<file path="config.mk">
export PLATFORM = sky130hd
export DESIGN_NAME = hazard_ctrl
export DESIGN_NICKNAME = d
export VERILOG_FILES = /design/src/rtl/hazard_ctrl.sv
export SDC_FILE = /design/constraint.sdc
export NUM_CORES = 1
export LEC_CHECK = 0
export BUFFER_PORTS_ARGS = -buffer_cell sky130_fd_sc_hd__buf_2
export CORE_ASPECT_RATIO = 1.75
export CORE_UTILIZATION = 38
export DETAILED_ROUTE_END_ITERATION = 8
export PLACE_DENSITY_LB_ADDON = 0.05
export SETUP_SLACK_MARGIN = 0.02
export SLEW_MARGIN = 15
export SYNTH_ARGS = -nofsm -noshare
export SYNTH_HDL_FRONTEND = slang
export SYNTH_SLANG_ARGS = --single-unit
</file>
<file path="constraint.sdc">
create_clock -name clk_i -period 5 [get_ports clk_i]
set_input_delay 0.75 -clock clk_i [delete_from_list [all_inputs] [get_ports clk_i]]
set_output_delay 0.75 -clock clk_i [all_outputs]
set_load 0.02 [all_outputs]
</file>
<file path="src/rtl/hazard_ctrl.sv">
// Pipeline hazard controller beside the ID stage: load-use stalls, taken-branch
// flushes and multi-cycle mul/div front-end holds, with a saturating stall counter.
module hazard_ctrl #(
  parameter int MD_LAT = 4,
  parameter int CNT_W  = 16
) (
  input  logic             clk_i,
  input  logic             rst_i,
  input  logic [4:0]       ID_rs1_i,
  input  logic [4:0]       ID_rs2_i,
  input  logic [4:0]       EX_rd_i,
  input  logic             EX_MemRead_i,
  input  logic             ID_branch_taken_i,
  input  logic             ID_muldiv_i,
  output logic             IFIDwrite_o,
  output logic             IFIDflush_o,
  output logic             PCwrite_o,
  output logic             IDEXbubble_o,
  output logic             busy_o,
  output logic [1:0]       state_o,
  output logic [CNT_W-1:0] stall_cnt_o
);

  localparam int CW = (MD_LAT <= 2) ? 1 : $clog2(MD_LAT);
  localparam logic [CW-1:0] CNT_LOAD = CW'(MD_LAT - 2);

  typedef enum logic [1:0] {
    RUN    = 2'd0,
    MDWAIT = 2'd1,
    ISSUE  = 2'd2
  } state_t;

  state_t           state_r;
  state_t           state_nxt_s;
  logic [CW-1:0]    cnt_r;
  logic [CW-1:0]    cnt_nxt_s;
  logic [CNT_W-1:0] stall_cnt_r;
  logic             load_use_s;
  logic             hold_s;
  logic             flush_s;

  assign load_use_s = EX_MemRead_i && (EX_rd_i != 5'd0) &&
                      ((EX_rd_i == ID_rs1_i) || (EX_rd_i == ID_rs2_i));

  // Next-state and Mealy hold/flush decode; load-use outranks a branch whose operand is stale
  always_comb begin
    state_nxt_s = state_r;
    cnt_nxt_s   = cnt_r;
    hold_s      = 1'b0;
    flush_s     = 1'b0;
    case (state_r)
      RUN: begin
        if (load_use_s) begin
          hold_s = 1'b1;
        end else if (ID_branch_taken_i) begin
          flush_s = 1'b1;
        end else if (ID_muldiv_i) begin
          hold_s      = 1'b1;
          state_nxt_s = MDWAIT;
          cnt_nxt_s   = CNT_LOAD;
        end else begin
          hold_s = 1'b0;
        end
      end
      MDWAIT: begin
        hold_s = 1'b1;
        if (cnt_r == {CW{1'b0}}) begin
          state_nxt_s = ISSUE;
        end else begin
          cnt_nxt_s = cnt_r - CW'(1);
        end
      end
      ISSUE: begin
        state_nxt_s = RUN;
      end
      default: begin
        state_nxt_s = RUN;
        cnt_nxt_s   = {CW{1'b0}};
      end
    endcase
  end

  // State and mul/div occupancy counter
  always_ff @(posedge clk_i or posedge rst_i) begin
    if (rst_i) begin
      state_r <= RUN;
      cnt_r   <= {CW{1'b0}};
    end else begin
      state_r <= state_nxt_s;
      cnt_r   <= cnt_nxt_s;
    end
  end

  // Saturating count of cycles in which IF/ID was held
  always_ff @(posedge clk_i or posedge rst_i) begin
    if (rst_i) begin
      stall_cnt_r <= {CNT_W{1'b0}};
    end else if (hold_s && (stall_cnt_r != {CNT_W{1'b1}})) begin
      stall_cnt_r <= stall_cnt_r + CNT_W'(1);
    end else begin
      stall_cnt_r <= stall_cnt_r;
    end
  end

  assign IFIDwrite_o  = hold_s  & ~rst_i;
  assign PCwrite_o    = hold_s  & ~rst_i;
  assign IDEXbubble_o = hold_s  & ~rst_i;
  assign IFIDflush_o  = flush_s & ~rst_i;
  assign busy_o       = (state_r == MDWAIT);
  assign state_o      = state_r;
  assign stall_cnt_o  = stall_cnt_r;

endmodule
</file>
; Yosys cells after proc, flatten, opt, wreduce, memory -nomap -nowiden
; Index checks and enable logic that the tools add are counted.
[totals]
ff_bits = 20
inputBits = 20
[op_classes]
add_sub_neg = 2
eq_ne = 10
n_mux = 17
bitwise_logic = 4
n_reduce_logical = 9
[ops]
columns = op, n
row1 = adder 16 x 1 -> 16 bit (second input constant), 1
row2 = 2-to-1 mux 2 bit, 8
row3 = != test 16 bit (second input constant), 1
row4 = == test 5 bit, 2
row5 = != test 2 bit (second input constant), 4
row6 = 2-to-1 mux 1 bit, 6
row7 = case mux 2 bit (3 select lines), 1
row8 = AND reduction 5 bit, 1
row9 = nonzero test 5 bit, 1
row10 = logical NOT 2 bit, 2
row11 = case mux 2 bit (2 select lines), 1
row12 = AND reduction 4 bit, 1
row13 = logical AND 1 bit, 3
row14 = bitwise AND 1 bit, 2
row15 = == test 2 x 1 -> 1 bit (second input constant), 1
row16 = == test 2 bit (second input constant), 1
row17 = != test 2 x 1 -> 1 bit (second input constant), 1
row18 = inverter 1 bit, 2
row19 = case mux 1 bit (2 select lines), 1
row20 = subtractor 2 x 1 -> 2 bit (second input constant), 1
row21 = logical OR 1 bit, 1

; Longest topological paths before layout
; Gate-level depths: netlist of run 1.
[logic_depth]
depth_word = 6
ltp_mapped = 8

; Worst setup path after synthesis of run 1
; OpenSTA, ideal clock, no wires.
[synth_path]
path_type = in2out
from = input port EX_rd_i[1]
to = output port IFIDwrite_o
arrival_ns = 2.125
required_time_ns = 4.250
setup_slack_ns = 2.125
path_stages = 6
path_buffers = 2
cell_sequence = or4_4 o21ai_4 o211ai_4 buf_6 and2_1 buf_4
[synth_between]
elab_chain_cells = 6
word_cells_on_any_way = 9
[synth_lines]
columns = element, line
row1 = "start, declared", 11  ; input logic [4:0] EX_rd_i,
row2 = == test 5 bit or nonzero test 5 bit (tied branches), "43, 42"
row3 = logical OR 1 bit or logical AND 1 bit (tied branches), "43, 42"
row4 = logical AND 1 bit (*), 42  ; assign load_use_s = EX_MemRead_i && (EX_rd_i != 5'd0) &&
row5 = 2-to-1 mux 1 bit (*), 53  ; if (load_use_s) begin
row6 = case mux 1 bit (2 select lines) (*), 51  ; case (state_r)
row7 = bitwise AND 1 bit (*), -
row8 = "end, declared", 15  ; output logic IFIDwrite_o,
; Every way passes the cells marked *; elsewhere a longest branch is shown, timed or not.

; Final worst setup path of run 1
[layout_path]
from = input port EX_rd_i[3]
to = output port PCwrite_o
[layout_between]
elab_chain_cells = 6
word_cells_on_any_way = 9
[layout_lines]
columns = element, line
row1 = == test 5 bit or nonzero test 5 bit (tied branches), "43, 42"
row2 = logical OR 1 bit or logical AND 1 bit (tied branches), "43, 42"
row3 = logical AND 1 bit (*), 42
row4 = 2-to-1 mux 1 bit (*), 53
row5 = case mux 1 bit (2 select lines) (*), 51
row6 = bitwise AND 1 bit (*), 106  ; assign PCwrite_o = hold_s & ~rst_i;
row7 = "end, declared", 17  ; output logic PCwrite_o,
; Marked as above.

==> results of run 1 <==
-- sequential cells by signal, summed over array words and instances (netlist names) --
signal       flops
cnt_r            2
stall_cnt_o     16
state_o          2
-- cell type report --
class | instances | area [µm²]
Fill cell | 294 | 1480
Multi-Input combinational cell | 84 | 648
Sequential cell | 20 | 500
Timing Repair Buffer | 42 | 210
Clock buffer | 4 | 55.1
Tap cell | 42 | 52.6
Inverter | 5 | 18.8
-- critical path, cell delays in order --
cell	delay (ns)
buf_2	0.12
xor2_1	0.16
nor3_2	0.19
a22oi_2	0.14
o211ai_4	0.42
and2_1	0.23
buf_2	0.17
-- power by group through the flow --
stage	Clock (mW)	Sequential, mW	Combinational [mW]
after floorplan	0	0.289	0.181
after global placement	0	0.256	0.285
after detailed placement	0	0.259	0.292
after CTS	0.124	0.256	0.293
after global routing	0.133	0.265	0.316
final	0.120	0.256	0.288
-- worst paths after layout --
| check | from | endpoint | cells after the start |
|---|---|---|---|
| max | EX_rd_i[3] | PCwrite_o | 7 |
| min | stall_cnt_o[12] | stall_cnt_o[12] | 1 |
| max reg2reg | stall_cnt_o[0] | stall_cnt_o[1] | 7 |
| min reg2reg | stall_cnt_o[12] | stall_cnt_o[12] | 1 |
| max in group asynchronous | rst_i | stall_cnt_o[8] | 2 |
| min in group asynchronous | rst_i | stall_cnt_o[14] | 2 |
-- per-layer routing --
layer	up-vias	global-route usage	wire length [µm]
li1	479	-	-
met1	463	0.160	913
met2	19	0.303	1470
met3	2	0.0213	60
met4	0	0.0636	25
met5	-	0	0
-- cells in the mapped netlist (all sizes together) --
cell type,instances,area share
a211o,1,0.0073
a21oi,1,0.0041
a221oi,1,0.0073
a22oi,1,0.010
a31oi,1,0.018
a32o,1,0.0083
and2,2,0.010
and3,11,0.061
and4,1,0.0073
buf,4,0.028
clkbuf,1,0.0031
dfrtp,20,0.42
ha,2,0.021
inv,5,0.016
mux2,1,0.0093
nand2,3,0.0093
nand2b,1,0.0052
nand3,8,0.033
nand4,5,0.026
nand4b,1,0.0073
nor2,7,0.024
nor3,3,0.021
nor4,1,0.0052
o211ai,1,0.018
o21ai,3,0.022
or3,1,0.0052
or4,1,0.0093
xnor2,16,0.12
xor2,10,0.073
-- metrics by stage --
stage / area [µm²] / util
5_1_grt: 1490 / 0.502
3_5_place_dp: 1430 / 0.483
4_1_cts: 1490 / 0.502
6_report: 1490 / 0.502
2_1_floorplan: 1200 / -
3_3_place_gp: 1430 / 0.483
-- cell families (layout without fill, tap and decap cells) --
group | count (synthesis) | in the layout | share of synthesized area
DFF | 20 | 20 | 0.415
adders and majority gates | 2 | 2 | 0.0208
xor gates and xnor gates | 26 | 26 | 0.189
muxes | 1 | 1 | 0.00935
buffers and inverters | 10 | 51 | 0.0467
and+or+nand+nor | 45 | 45 | 0.224
AOI/OAI and AO/OA | 10 | 10 | 0.0945
==> summary.txt, run 1 <==
Cells and area
  – Area Overhead vs Synth: 23.3%
  – Most common cell after layout, fill and taps aside: buf_2
  – Most frequent cells in the layout: 42 x buf_2, 20 x dfrtp_1, 16 x xnor2_1
  – Final std cells w/o fill: between 150 and 200
  – Diodes inserted: 0
  – Layout Nets: 178
  – Layout cells sized above 1: 0.355

Timing
  – Period utilization: 0.587
  – Headroom to the max-slew limit: 0.502
  – Final worst slack: 2.07 ns
  – Minimum clock period: about 2.9 ns
  – # setup viols final: 0
  – Final slew viol count: 0
  – RSZ-0062 raised after global routing: false
  – Max Fclk: between 0.3 and 0.4 GHz
  – Fin Setup TNS: 0 ns
  – Hold Vio Cnt, Final: 0
  – Least-Margin Pin Slew: about 0.75 ns
  – Fin Hold WS: between 0.4 and 0.5 ns
  – Setup Skew: 0.00274 ns

Place
  – Gpl congestion: between 0.7 and 0.8
  – Place WS: slightly above 2 ns
  – Dpl cells: just under 200
  – Hpwl dp: between 2000 and 2500 µm
  – Port bufs: 42

Drt
  – Drc violations: 0
  – Drt first pass iters: 3
  – Routed length per placed instance: about 13 µm
  – Vias: a little under 1000
  – Vias/cell: ~5
  – Total wire length: between 2000 and 2500 µm
  – Drt initial violations: 9
  – Antenna Nets Post-Route: 0

Outcome
  – Outcome: finished, final reports clean

Power and ir drop
  – Final Power: 664 µW
  – Internal power: about 390 µW
  – NetSw: roughly 270 µW
  – Combinational cell fraction of total power: 0.434
  – Clock Power Share: 0.181
  – Net Sw Frac: 0.408
  – Pleak: between 0.7 and 0.8 nW
  – Reg power frac: 0.385
  – Power density cells: 447 nW/µm²
  – Maximum VDD drop: 0.208 mV

Synthesis
  – Syn nets: roughly 140
  – Synth Area per Inst: about 11 µm²
  – Ys Warns: 0
  – Register area share after synthesis: 0.415
  – Register bit total from synthesis: 20
  – Number of distinct library cells after synthesis: 34
  – Synth Instances: 114
  – Post-Syn Area: around 1200 µm²

Global routing
  – Initial antenna violation count: 0
  – GRT Util Overall: 0.159
  – Vias in the first global route: roughly 980
  – First-pass GRT wire length: between 4000 and 5000 µm
  – Grt total ovfl: 0
  – Pin count of the biggest net entering global routing: 21

Floorplan
  – Die height: ~76 µm
  – Core area: slightly below 3000 µm²
  – Placement row count: 26
  – I/O Pins: 43
  – DIE WIDTH: ~45 µm
  – Full die area: between 3000 and 4000 µm²
  – Initial Util: 0.407

Clock network
  – TritonCTS clock tree: done
  – Longest Clk Path Bufs: 2
  – H-tree levels: 1
  – Post-CTS Setup Inserts: 0
  – Clk_lat worst skew: approximately 0.25 ns
  – CTS Buf Count: 3
  – CTS sink cnt: 20
  – Clock root buffer: clkbuf_8
  – Hold_buf cts: 0
  – Post-CTS sizing: 0
  – Clock Pin Slew Worst Setup and Hold Paths: 0.07 ns

Worst setup path
  – Startpoint types: input pin
  – CP max FO: 16
  – Worst endpoint required time: about 4.3 ns
  – Worst EP arrival: between 2 and 2.5 ns
  – FF-to-FF setup slack: about 2.7 ns
  – Worst setup EP type: primary output
  – CP Class: input pin to primary output

Worst hold path
  – HP Class: register to register

Job
  – Max-Cap Viols: 0
Note: power is estimated with default switching activity, not from simulation.
==> inputs of run 2 (changes only) <==
clock period = 2.45 ns   (was 5 ns; I/O delays follow)
==> run 2 against run 1 <==
Compared with the run above:
- first-iteration DRC count grew to 2.8 times the previous value
- sequential power up 100%
- critical path depth is the same
- highest routed layer unchanged
- cell area is essentially flat
- sequential cell count unchanged
- worst setup slack worse by 1.7 ns
- sequential share of layout area hardly changed
- register-to-register slack worse by 2.4 ns
==> summary.txt, run 2 (synthesis gave the netlist of run 1 again) <==
Outcome
  – Outcome: finished, final reports clean

Clock network
  – Clock Pin Slew Worst Setup and Hold Paths: 0.07 ns (about the same)
  – Clock root buffer: clkbuf_8
  – Clk_lat worst skew: 0.25 ns (about the same)
  – TritonCTS clock tree: done
  – Hold_buf cts: 0 (unchanged)
  – CTS sink cnt: 20 (unchanged)
  – H-tree levels: 1 (unchanged)
  – Post-CTS Setup Inserts: 0 (unchanged)
  – Post-CTS sizing: 0 (unchanged)
  – Longest Clk Path Bufs: 2 (unchanged)
  – CTS Buf Count: 3 (unchanged)

Cells and area
  – Layout cells sized above 1: 0.359 (+0.00414)
  – Diodes inserted: 0 (unchanged)
  – Area of the multi-input gates: 648 µm² (unchanged)
  – Area Overhead vs Synth: 23.4% (about the same)
  – Max FFs per register: 16 (unchanged)
  – Layout Nets: 180 (+1.1%)
  – Finished Core Util: 0.502 (about the same)
  – Most common cell after layout, fill and taps aside: buf_2
  – Register area: 500 µm² (unchanged)
  – Most frequent cells in the layout: 42 x buf_2, 20 x dfrtp_1, 16 x xnor2_1
  – Fill cells: 290 (-1.4%)

Drt
  – Vias/cell: 4.90 (+0.32%)
  – Drt first pass iters: 4 (+1)
  – Antenna Nets Post-Route: 0 (unchanged)
  – Drt initial violations: 25 (+16)
  – Drc violations: 0 (unchanged)
  – Routed length per placed instance: 12.5 µm (-0.38%)
  – Total wire length: 2470 µm (+0.12%)
  – Vias: 971 (+0.83%)

Place
  – Port bufs: 42 (unchanged)
  – Place WS: 0.320 ns (-1.72 ns)
  – Hpwl dp: 1980 µm (-1.1%)
  – Gpl congestion: 0.786 (+9.1%)

Worst setup path
  – Worst path max stage delay: 0.42 ns (about the same)
  – FF-to-FF End: stall_cnt_o[1]
  – FF-to-FF setup slack: 0.33 ns (-2.35 ns)
  – R2R depth: 7 (unchanged)
  – Worst endpoint required time: 2.59 ns (-1.66 ns)
  – CP most frequent cell: and3_1
  – CP top delay family: simple AND/OR/NAND/NOR gates
  – R2r startpoint: stall_cnt_o[0]
  – Worst path cell trace: ha_1 -> and3_1 -> and3_1 -> and2_1 -> a31oi_4 -> nand2_1 -> mux2_1
  – Worst EP arrival: 2.26 ns (+0.08 ns)
  – CP max FO: 8 (-8)
  – Startpoint types: register
  – Worst path slowest cell: dfrtp_1
  – CP Class: register to register
  – Worst setup EP type: register
  – Worst Path Buf+Inv: 0 (-2)

Floorplan
  – I/O Pins: 43 (unchanged)
  – Full die area: 3410 µm² (unchanged)
  – Placement row count: 26 (unchanged)
  – Initial Util: 0.407 (unchanged)
  – Core area: 2960 µm² (unchanged)
  – Die height: 76.5 µm (unchanged)
  – DIE WIDTH: 44.6 µm (unchanged)

Job
  – Max-Cap Viols: 0 (unchanged)

Timing
  – Setup Skew: 0.00621 ns (+0.00347 ns)
  – # setup viols final: 0 (unchanged)
  – Least-Margin Pin Slew: 0.771 ns (+0.0244 ns)
  – Final slew viol count: 0 (unchanged)
  – Final worst slack: 0.328 ns (-1.74 ns)
  – Headroom to the max-slew limit: 0.486 (-0.0163)
  – RSZ-0062 raised after global routing: false
  – Fin Setup TNS: 0 ns (unchanged)
  – Fin Hold WS: 0.251 ns (-0.245 ns)
  – Max Fclk: between 0.4 and 0.5 GHz
  – Period utilization: 0.866
  – Minimum clock period: between 2 and 2.5 ns
  – Hold Vio Cnt, Final: 0 (unchanged)

Global routing
  – Initial antenna violation count: 0 (unchanged)
  – First-pass GRT wire length: 4220 µm (+1.2%)
  – Pin count of the biggest net entering global routing: 21 (unchanged)
  – Vias in the first global route: 1013 (+3.8%)
  – GRT Util Overall: 0.163 (+0.00369)
  – Grt total ovfl: 0 (unchanged)

Worst hold path
  – HP Class: input pin to async pin

Power and ir drop
  – Pleak: 0.738 nW (+0.23%)
  – Maximum VDD drop: 0.475 mV (+130%)
  – Power density cells: 895 nW/µm² (+100%)
[run 2: cell types whose count changed in the layout (fill, tap and decap cells not counted)]
cell	before	now
buf_4	0	2
clkbuf_8	4	3
[run 2: metal layers]
metal / part of all wire / vias up / GRT usage
met5: 0 / - / 0
met4: 0.0077 / 0 / 0.0727
met3: 0.028 / 2 / 0.0237
met2: 0.60 / 21 / 0.306
met1: 0.36 / 467 / 0.163
li1: - / 481 / -
[run 2: cell type report]
type	instances	area share
flip-flops and latches	20	0.337
well taps	42	0.0354
clock buffers	3	0.0278
inverters	5	0.0126
repair buffers	44	0.152
multi-input cells	84	0.436
[run 2: power breakdown]
group	internal, mW	switching [mW]
logic	0.251	0.347
registers	0.419	0.0995
clock network	0.109	0.104
total	0.779	0.550
[run 2: how the worst max path moves through the flow]
stage	slack, ns	start	endpoint	cells past startpoint
CTS	0.33	stall_cnt_o[0]	stall_cnt_o[1]	7
global placement	0.34	EX_rd_i[1]	stall_cnt_o[1]	7
global route	0.21	stall_cnt_o[0]	stall_cnt_o[1]	7
finish	0.33	stall_cnt_o[0]	stall_cnt_o[1]	7
floorplan	0.34	EX_rd_i[1]	IFIDwrite_o	6
detailed placement	0.32	EX_rd_i[1]	stall_cnt_o[1]	7
[run 2: through the flow]
stage,std cells,area (µm²),power [mW]
6_report,198,1490,1.33
5_1_grt,198,1490,1.43
4_1_cts,198,1490,1.35
3_5_place_dp,195,1450,1.13
3_3_place_gp,195,1450,1.12
2_1_floorplan,114,1200,0.958
==> inputs of run 3 (changes only) <==
clock period = 2.35 ns   (was 2.45 ns; I/O delays follow)
==> run 3 against run 2 <==
Compared with the run above:
- global-route usage decreased by 0.21 points
- largest power group unchanged
- sequential power is 4.8% higher
- first-iteration DRC count is 44% lower
- fmax increased by 1.2%
- critical path depth rose by 1
- combinational power rose by 3.8%
- worst hold slack worse by 0.0040 ns
- die area did not move
- via count grew 1.5%
==> summary.txt, run 3 (synthesis gave the netlist of run 1 again) <==
Outcome
  – Outcome: finished, final reports clean

Clock network
  – CTS Buf Count: 3 (unchanged)
  – H-tree levels: 1 (unchanged)
  – Longest Clk Path Bufs: 2 (unchanged)
  – Post-CTS sizing: 0 (unchanged)
  – Hold_buf cts: 0 (unchanged)
  – Clk_lat worst skew: 0.25 ns (about the same)
  – CTS sink cnt: 20 (unchanged)
  – Clock Pin Slew Worst Setup and Hold Paths: 0.07 ns (about the same)
  – Clock root buffer: clkbuf_8
  – TritonCTS clock tree: done
  – Post-CTS Setup Inserts: 0 (unchanged)

Power and ir drop
  – Maximum VDD drop: 0.465 mV (-2.1%)
  – Power density cells: 929 nW/µm² (+3.9%)
  – Pleak: 0.738 nW (unchanged)

Job
  – Max-Cap Viols: 0 (unchanged)

Worst setup path
  – Worst setup EP type: register
  – CP Class: register to register
  – FF-to-FF End: stall_cnt_o[10]
  – R2R depth: 8 (+1)
  – Startpoint types: register
  – R2r startpoint: stall_cnt_o[0]
  – Worst endpoint required time: 2.49 ns (-0.10 ns)
  – CP max FO: 9 (+1)
  – Worst EP arrival: 2.24 ns (-0.02 ns)
  – FF-to-FF setup slack: 0.25 ns (-0.08 ns)

Drt
  – Vias/cell: 4.98 (+1.5%)
  – Antenna Nets Post-Route: 0 (unchanged)
  – Drc violations: 0 (unchanged)
  – Drt initial violations: 14 (-44%)
  – Routed length per placed instance: 12.6 µm (+0.93%)
  – Vias: 986 (+1.5%)
  – Total wire length: 2490 µm (+0.93%)
  – Drt first pass iters: 4 (unchanged)

Place
  – Dpl cells: 195 (unchanged)
  – Gpl congestion: 0.745 (-5.2%)
  – Hpwl dp: 2030 µm (+2.6%)
  – Port bufs: 42 (unchanged)

Global routing
  – Pin count of the biggest net entering global routing: 21 (unchanged)
  – Vias in the first global route: 978 (-3.5%)
  – Grt total ovfl: 0 (unchanged)
  – Initial antenna violation count: 0 (unchanged)
  – First-pass GRT wire length: 4220 µm (unchanged)
  – GRT Util Overall: 0.161 (-0.00208)

Floorplan
  – Core area: 2960 µm² (unchanged)
  – I/O Pins: 43 (unchanged)
  – DIE WIDTH: 44.6 µm (unchanged)
  – Die height: 76.5 µm (unchanged)
  – Full die area: 3410 µm² (unchanged)
  – Placement row count: 26 (unchanged)
  – Initial Util: 0.407 (unchanged)

Timing
  – Fin Hold WS: 0.247 ns (-0.00403 ns)
  – Minimum clock period: 2.10 ns (-0.0250 ns)
  – RSZ-0062 raised after global routing: false
  – Period utilization: 0.893 (+0.0262)
  – # setup viols final: 0 (unchanged)
  – Fin Setup TNS: 0 ns (unchanged)
  – Hold Vio Cnt, Final: 0 (unchanged)
  – Headroom to the max-slew limit: 0.484 (-0.00171)
  – Max Fclk: 0.477 GHz (+1.2%)
  – Setup Skew: 0.00253 ns (-0.00368 ns)
  – Final slew viol count: 0 (unchanged)
  – Least-Margin Pin Slew: 0.773 ns (+0.00256 ns)

Worst hold path
  – HP Class: input pin to async pin

Cells and area
  – Layout cells sized above 1: 0.359 (unchanged)
  – Max FFs per register: 16 (unchanged)
  – Register area: 500 µm² (unchanged)
  – Diodes inserted: 0 (unchanged)
  – Fill cells: 290 (unchanged)
  – Area of the multi-input gates: 648 µm² (unchanged)
  – Layout Nets: 180 (unchanged)
  – Most frequent cells in the layout: 42 x buf_2, 20 x dfrtp_1, 16 x xnor2_1
  – Final std cells w/o fill: 198 (unchanged)
  – Most common cell after layout, fill and taps aside: buf_2
  – Area Overhead vs Synth: 23.4% (unchanged)
## run 3: cell counts in the layout (fill, tap and decap cells not counted)
No cell type changed its count.
## run 3: routing by layer
metal,vias up,track usage,wire length (µm)
met1,481,0.159,859
met2,21,0.313,1520
met3,4,0.0142,69
met4,0,0.0636,43
met5,-,0,0
li1,480,-,-
## run 3: metrics by stage
| stage | utilization | total power [mW] | area [µm²] | worst slack (ns) |
|---|---|---|---|---|
| 2_1_floorplan | - | 0.999 | 1200 | 0.270 |
| 3_3_place_gp | 0.488 | 1.17 | 1450 | 0.315 |
| 3_5_place_dp | 0.488 | 1.18 | 1450 | 0.264 |
| 4_1_cts | 0.502 | 1.41 | 1490 | 0.253 |
| 5_1_grt | 0.502 | 1.50 | 1490 | 0.134 |
| 6_report | 0.502 | 1.38 | 1490 | 0.253 |
## run 3: worst max-delay path by stage
stage                         from              end  cells after the start
global placement    stall_cnt_o[0]   stall_cnt_o[1]                      7
floorplan               EX_rd_i[1]      IFIDwrite_o                      6
CTS                 stall_cnt_o[0]   stall_cnt_o[1]                      7
finish              stall_cnt_o[0]  stall_cnt_o[10]                      8
global route        stall_cnt_o[0]   stall_cnt_o[8]                      8
detailed placement  stall_cnt_o[0]   stall_cnt_o[1]                      7
## run 3: layout make-up
type,count,share of cell area
clock buffers,3,0.0278
well taps,42,0.0354
flip-flops and latches,20,0.337
repair buffers,44,0.152
inverters,5,0.0126
multi-input cells,84,0.436
## run 3: critical path: stages (launching register included)
cell	delay, ns
dfrtp_1	0.41
ha_1	0.22
and3_1	0.19
and3_1	0.18
and2_1	0.22
a31oi_4	0.29
buf_4	0.21
nand4_1	0.12
xnor2_1	0.14
## run 3: power breakdown
part / internal [mW] / leakage [nW] / switching (mW) / total [mW]
logic: 0.261 / 0.457 / 0.360 / 0.621
registers: 0.437 / 0.259 / 0.108 / 0.544
clock network: 0.114 / 0.0216 / 0.102 / 0.216
total: 0.812 / 0.738 / 0.570 / 1.38
